--- src/rtl/mem_region_decoder_if.sv ---
// Request/response bundle between a bus master and mem_region_decoder.
// The master drives the request side; the decoder drives chip selects and status.
interface mem_region_decoder_if #(
    parameter int ADDR_W = 32,
    parameter int SEL_W  = 2,
    parameter int WAIT_W = 4
);
    localparam int NUM_CS = 2 ** SEL_W;

    logic                     en;
    logic [ADDR_W-1:0]        addr;
    logic [NUM_CS-1:0]        region_en;
    logic [NUM_CS*WAIT_W-1:0] ws_cfg;
    logic [NUM_CS-1:0]        cs;
    logic                     ready;
    logic                     err;
    logic                     busy;

    modport master (
        output en, addr, region_en, ws_cfg,
        input  cs, ready, err, busy
    );

    modport slave (
        input  en, addr, region_en, ws_cfg,
        output cs, ready, err, busy
    );
endinterface

--- src/rtl/mem_region_decoder.sv ---
// Registered region decoder: top SEL_W address bits pick a one-hot chip select held for
// ws+2 cycles, or an err pulse for disabled regions. Define MEMDEC_B2B_EN to accept in DONE.
module mem_region_decoder #(
    parameter int ADDR_W = 32,
    parameter int SEL_W  = 2,
    parameter int WAIT_W = 4
) (
    input  logic                 clk,
    input  logic                 rst,
    mem_region_decoder_if.slave  bus
);
    localparam int NUM_CS = 2 ** SEL_W;

    typedef enum logic [1:0] {IDLE, ACCESS, DONE, ERR} state_t;

    state_t                         state_q, state_d;
    logic [NUM_CS-1:0]              cs_q, cs_d;
    logic                           ready_q, ready_d;
    logic                           err_q, err_d;
    logic [WAIT_W-1:0]              cnt_q, cnt_d;

    logic [SEL_W-1:0]               idx;
    logic [NUM_CS-1:0][WAIT_W-1:0]  ws_arr;
    logic [WAIT_W-1:0]              ws;
    logic                           hit;
    logic                           accept;
    logic                           unused_addr;

    assign idx         = bus.addr[ADDR_W-1 -: SEL_W];
    assign unused_addr = ^bus.addr[ADDR_W-SEL_W-1:0];

    for (genvar i = 0; i < NUM_CS; i++) begin : g_ws
        assign ws_arr[i] = bus.ws_cfg[i*WAIT_W +: WAIT_W];
    end

    assign ws  = ws_arr[idx];
    assign hit = bus.region_en[idx];

`ifdef MEMDEC_B2B_EN
    // DONE is a legal accept point, so cs can hand over without an idle cycle
    assign accept = bus.en && (state_q == IDLE || state_q == DONE);
`else
    assign accept = bus.en && (state_q == IDLE);
`endif

    always_ff @(posedge clk or posedge rst) begin
        if (rst) begin
            state_q <= IDLE;
            cs_q    <= '0;
            ready_q <= 1'b0;
            err_q   <= 1'b0;
            cnt_q   <= '0;
        end else begin
            state_q <= state_d;
            cs_q    <= cs_d;
            ready_q <= ready_d;
            err_q   <= err_d;
            cnt_q   <= cnt_d;
        end
    end

    always_comb begin
        state_d = state_q;
        if (accept) begin
            state_d = hit ? ACCESS : ERR;
        end else begin
            unique case (state_q)
                IDLE:    state_d = IDLE;
                ACCESS:  if (cnt_q == '0) state_d = DONE;
                DONE:    state_d = IDLE;
                ERR:     state_d = IDLE;
                default: state_d = IDLE;
            endcase
        end
    end

    // Next register values for the outputs; all outputs leave straight from flops
    always_comb begin
        cs_d    = '0;
        ready_d = 1'b0;
        err_d   = 1'b0;
        cnt_d   = cnt_q;
        if (accept) begin
            if (hit) begin
                cs_d  = {{(NUM_CS-1){1'b0}}, 1'b1} << idx;
                cnt_d = ws;
            end else begin
                err_d = 1'b1;
                cnt_d = '0;
            end
        end else begin
            unique case (state_q)
                ACCESS: begin
                    cs_d = cs_q;
                    if (cnt_q != '0) cnt_d = cnt_q - WAIT_W'(1);
                    else             ready_d = 1'b1;
                end
                default: cnt_d = '0;
            endcase
        end
    end

    assign bus.cs    = cs_q;
    assign bus.ready = ready_q;
    assign bus.err   = err_q;
    assign bus.busy  = (state_q != IDLE);
endmodule

--- src/flat_wrapper.sv ---
// flat-port wrapper written by rule: the top's interface ports become plain ports
module mem_region_decoder_flat 
#(
    parameter int ADDR_W = 32,
    parameter int SEL_W  = 2,
    parameter int WAIT_W = 4
)
  (clk, rst, bus_en, bus_addr, bus_region_en, bus_ws_cfg, bus_cs, bus_ready, bus_err, bus_busy);
  mem_region_decoder_if #(.ADDR_W(ADDR_W), .SEL_W(SEL_W), .WAIT_W(WAIT_W)) bus_i ();
  input  logic clk;
  input  logic rst;
  input wire logic [$bits(bus_i.en)-1:0] bus_en;
  input wire logic [$bits(bus_i.addr)-1:0] bus_addr;
  input wire logic [$bits(bus_i.region_en)-1:0] bus_region_en;
  input wire logic [$bits(bus_i.ws_cfg)-1:0] bus_ws_cfg;
  output wire logic [$bits(bus_i.cs)-1:0] bus_cs;
  output wire logic [$bits(bus_i.ready)-1:0] bus_ready;
  output wire logic [$bits(bus_i.err)-1:0] bus_err;
  output wire logic [$bits(bus_i.busy)-1:0] bus_busy;
  assign bus_i.en = bus_en;
  assign bus_i.addr = bus_addr;
  assign bus_i.region_en = bus_region_en;
  assign bus_i.ws_cfg = bus_ws_cfg;
  assign bus_cs = bus_i.cs;
  assign bus_ready = bus_i.ready;
  assign bus_err = bus_i.err;
  assign bus_busy = bus_i.busy;
  mem_region_decoder #(.ADDR_W(ADDR_W), .SEL_W(SEL_W), .WAIT_W(WAIT_W)) u_core (.clk(clk), .rst(rst), .bus(bus_i));
endmodule
--- config.mk ---
export PLATFORM = sky130hd
export DESIGN_NAME = mem_region_decoder_flat
export DESIGN_NICKNAME = d
export VERILOG_FILES = /design/src/rtl/mem_region_decoder_if.sv /design/src/rtl/mem_region_decoder.sv /design/src/flat_wrapper.sv
export SDC_FILE = /design/constraint.sdc
export NUM_CORES = 1
export LEC_CHECK = 0
export CORE_MARGIN = 5
export CORE_UTILIZATION = 32
export DETAILED_ROUTE_END_ITERATION = 16
export PLACE_DENSITY = 0.91
export SKIP_CTS_REPAIR_TIMING = 1
export SLEW_MARGIN = 20
export SYNTH_ARGS = -nofsm -noshare
export SYNTH_HDL_FRONTEND = slang
export SYNTH_SLANG_ARGS = --single-unit
--- constraint.sdc ---
create_clock -name clk -period 2.4 [get_ports clk]
set_input_delay 0.48 -clock clk [delete_from_list [all_inputs] [get_ports clk]]
set_output_delay 0.48 -clock clk [all_outputs]
set_load 0.05 [all_outputs]
==> qor.csv <==
stage,metric,value,unit
outcome,run status,"finished, final reports clean",
worst_setup_path,Critical Path RT,1.92,ns
clocking,"CTS clk-pin slew, worst paths",0.07,ns
logic_synthesis,Area contributors post-synth,"dfrtp_1 (44%), mux4_1 (15%), mux4_2 (3.3%)",
global_route,GR Overflow Total,0,
worst_setup_path,"CP delay by family, top",buffers and inverters,
drt,Final ANT Viol Nets,0,
sta,actual slew at the worst max-slew pin,0.501,ns
logic_synthesis,top cell type's share of synthesized area,44.0,%
logic_synthesis,Synth Area in Compound Gates,14.7,%
worst_setup_path,CP peak stage delay,0.79,ns
worst_setup_path,Crit Path Category,reg2out,
worst_setup_path,CP Cell Sequence,nor2_1 > inv_1 > clkdlybuf4s50_1,
placed_design,Final HPWL DP,1420,um
logic_synthesis,largest family of logic cells by synthesized area,multiplexers,
logic_synthesis,Post-Syn Nets,114,
global_route,vias in the first global route,721,
floorplan,core area,2000,um^2
logic_synthesis,Ys Warns,0,
global_route,GRT Overall Usage,12.1,%
logic_synthesis,Synth Area in Adders,1.83,%
logic_synthesis,mean post-synth cell area,11.8,um^2
min_path,Hold/Removal Path Class,reg2reg,
floorplan,Die W,56.2,um
drt,DRC Markers,0,
floorplan,Die Ht,56.2,um
worst_setup_path,Critical Path End,bus_busy,
flow_run,maxcap violations,0,
power_and_ir_drop,Leak Pwr,0.458,nW
global_route,first-pass GRT wire length,3030,um
worst_setup_path,CP bufs+invs,2,
worst_setup_path,CP Capture Type,output port,
clocking,H-Tree Depth,1,
sta,RSZ-0062 raised after global routing,false,
worst_setup_path,CP max-delay cell,clkdlybuf4s50_1,
drt,Vias,624,
logic_synthesis,Yosys reg bits,12,
drt,Pre-antenna DRT Iters,4,
finish,layout cell share with drive strength beyond 1,11.7,%
logic_synthesis,number of synthesized flops with an enable pin,0,
global_route,largest net degree at the start of global routing,13,
drt,Iter 0 DRT Violations,8,
sta,Final min period,2.05,ns
sta,Highest Clock Rate,0.487,GHz
sta,final period utilization,85.6,%
clocking,Root Driver,clkbuf_4,
worst_setup_path,r2r setup slk,0.67,ns
power_and_ir_drop,Sw Pwr,0.373,mW
finish,# diodes,0,
worst_setup_path,Critical path origin,u_core.state_q[0]$_DFFE_PP0P_,
power_and_ir_drop,Overall Power,0.895,mW
clocking,CTS buffer count,3,
power_and_ir_drop,Sw Ratio,41.6,%
power_and_ir_drop,clock group share of total power,13.5,%
logic_synthesis,Synth top cells by count,"dfrtp_1 (12), inv_1 (5), mux4_1 (4), nand2_1 (4), nor2_1 (4)",
logic_synthesis,"count leader, synth",dfrtp_1,
power_and_ir_drop,Power Density,841,nW/um^2
worst_setup_path,reg2reg end,u_core.cnt_q[0]$_DFFE_PP0N_,
worst_setup_path,worst reg-to-reg path cell count,5,
floorplan,die area,3150,um^2
sta,final setup violation count,0,
drt,vias per cell,5.16,
floorplan,Site Rows,16,
worst_setup_path,critical path launch point type,flop,
sta,"Hold Vio Cnt, Final",0,
floorplan,I/O pin total,62,
power_and_ir_drop,VDD IR max,0.428,mV
finish,area delta synth->final,56.0,%
sta,Sum Neg Setup Slack,0,ns
logic_synthesis,Yosys top cell by area,dfrtp_1,
placed_design,last weighted congestion value of the routability-driven placer,0.850,
worst_setup_path,R2R Path Start,u_core.cnt_q[0]$_DFFE_PP0N_,
logic_synthesis,Netlist Area Pre-Place,682,um^2
finish,post-layout net count,152,
drt,WL final,1650,um
logic_synthesis,library cells used by synthesis,27,
sta,count of pins over their slew limit,0,
logic_synthesis,sequential area share after synthesis,44.0,%
sta,Final Skew,0.00210,ns
floorplan,Initial Util,34.1,%
power_and_ir_drop,combinational cell fraction of total power,52.4,%
clocking,CTS tree,yes,
logic_synthesis,Synth Flop Type,dfrtp_1,
worst_setup_path,worst-path fanout max,4,
global_route,initial antenna violation count,0,
logic_synthesis,mux contribution to synthesized area,18.7,%
power_and_ir_drop,Int Pwr,0.522,mW
clocking,clock buffer depth,2,
min_path,hold path depth,2,
placed_design,PortBufs,31,
clocking,clk sink count,12,
drt,Avg WL per Cell,13.6,um
logic_synthesis,Cells after Synth,58,
worst_setup_path,critical path data arrival time,1.57,ns
logic_synthesis,Synth async-reset ratio,100,%
clocking,clock latency at the later pin of the worst-skew pair,0.27,ns
sta,relative slew slack,66.5,%
logic_synthesis,Post-Synth Simple-Gate Area,14.5,%
logic_synthesis,xor and xnor fraction of the mapped netlist area,1.28,%
power_and_ir_drop,Reg power frac,34.1,%
worst_setup_path,Stages on worst setup path,3,
==> state kept, by name, summed over array words and instances (netlist names) <==
name and flops:
u_core.cnt_q 4, u_core.bus.cs 4, u_core.bus.err 1, u_core.state_q 2, u_core.bus.ready 1
==> worst min-delay path by stage <==
stage	slack [ns]	end	start
finish	0.49	u_core.bus.cs[2]$_DFFE_PP0P_	u_core.bus.cs[2]$_DFFE_PP0P_
global route	0.54	u_core.bus.cs[2]$_DFFE_PP0P_	u_core.bus.cs[2]$_DFFE_PP0P_
CTS	0.49	u_core.bus.cs[2]$_DFFE_PP0P_	u_core.bus.cs[2]$_DFFE_PP0P_
detailed placement	0.47	u_core.bus.cs[2]$_DFFE_PP0P_	u_core.bus.cs[2]$_DFFE_PP0P_
global placement	0.46	u_core.bus.cs[2]$_DFFE_PP0P_	u_core.bus.cs[2]$_DFFE_PP0P_
floorplan	0.34	u_core.bus.cs[0]$_DFFE_PP0P_	rst
==> power by group through the flow <==
stage	Combinational (mW)	Clock, mW	Sequential (mW)
final	0.468	0.121	0.305
after global routing	0.514	0.141	0.315
after CTS	0.469	0.124	0.306
after detailed placement	0.468	0	0.309
after global placement	0.454	0	0.301
after floorplan	0.251	0	0.362
==> metrics by stage <==
step	instance area, um^2	setup WS [ns]	cells	hold WS (ns)	util [%]
final	1060	0.346	121	0.487	53.1
after global routing	1060	0.273	121	0.539	53.1
after CTS	1060	0.333	121	0.490	53.1
after detailed placement	1040	0.183	118	0.473	52.0
after global placement	1040	0.212	118	0.461	52.0
after floorplan	682	0.705	58	0.345	-
==> metal layers <==
layer / part of all wire, % / up-vias / track usage (%) / routed length (um)
met4: 1.8 / 0 / 4.75 / 30
li1: - / 297 / - / -
met2: 52 / 37 / 21.4 / 852
met1: 38 / 285 / 12.8 / 617
met5: 0 / - / 0 / 0
met3: 8.8 / 5 / 4.87 / 145
==> layout by cell type (no fill, tap or decap), types with 3 or more instances in the layout <==
master           count
dfrtp_1             12
o21ai_0              3
clkdlybuf4s50_1     31
inv_1                5
buf_4                4
nand2_1              4
clkbuf_4             3
nor2_1               4
mux4_1               4
==> logic make-up after synthesis <==
logic type / after synthesis
AOI/OAI and AO/OA: 14
DFF: 12
adders and majority gates: 1
muxes: 5
and+or+nand+nor: 18
buffers and inverters: 7
xor gates and xnor gates: 1
==> worst min-delay path: cells and delay by family, from the launching register on <==
family,cells,cell delay [ns]
flip-flops,1,0.35
AND/OR/NAND/NOR,1,0.05
AO/OA/AOI/OAI,1,0.06
==> final cells by class <==
type	instances	area, um^2
clock buffers	3	22.5
multi-input cells	39	348
fillers	175	938
repair buffers	35	340
flip-flops and latches	12	300
well taps	27	33.8
inverters	5	18.8
(Power assumes the default switching activity.)
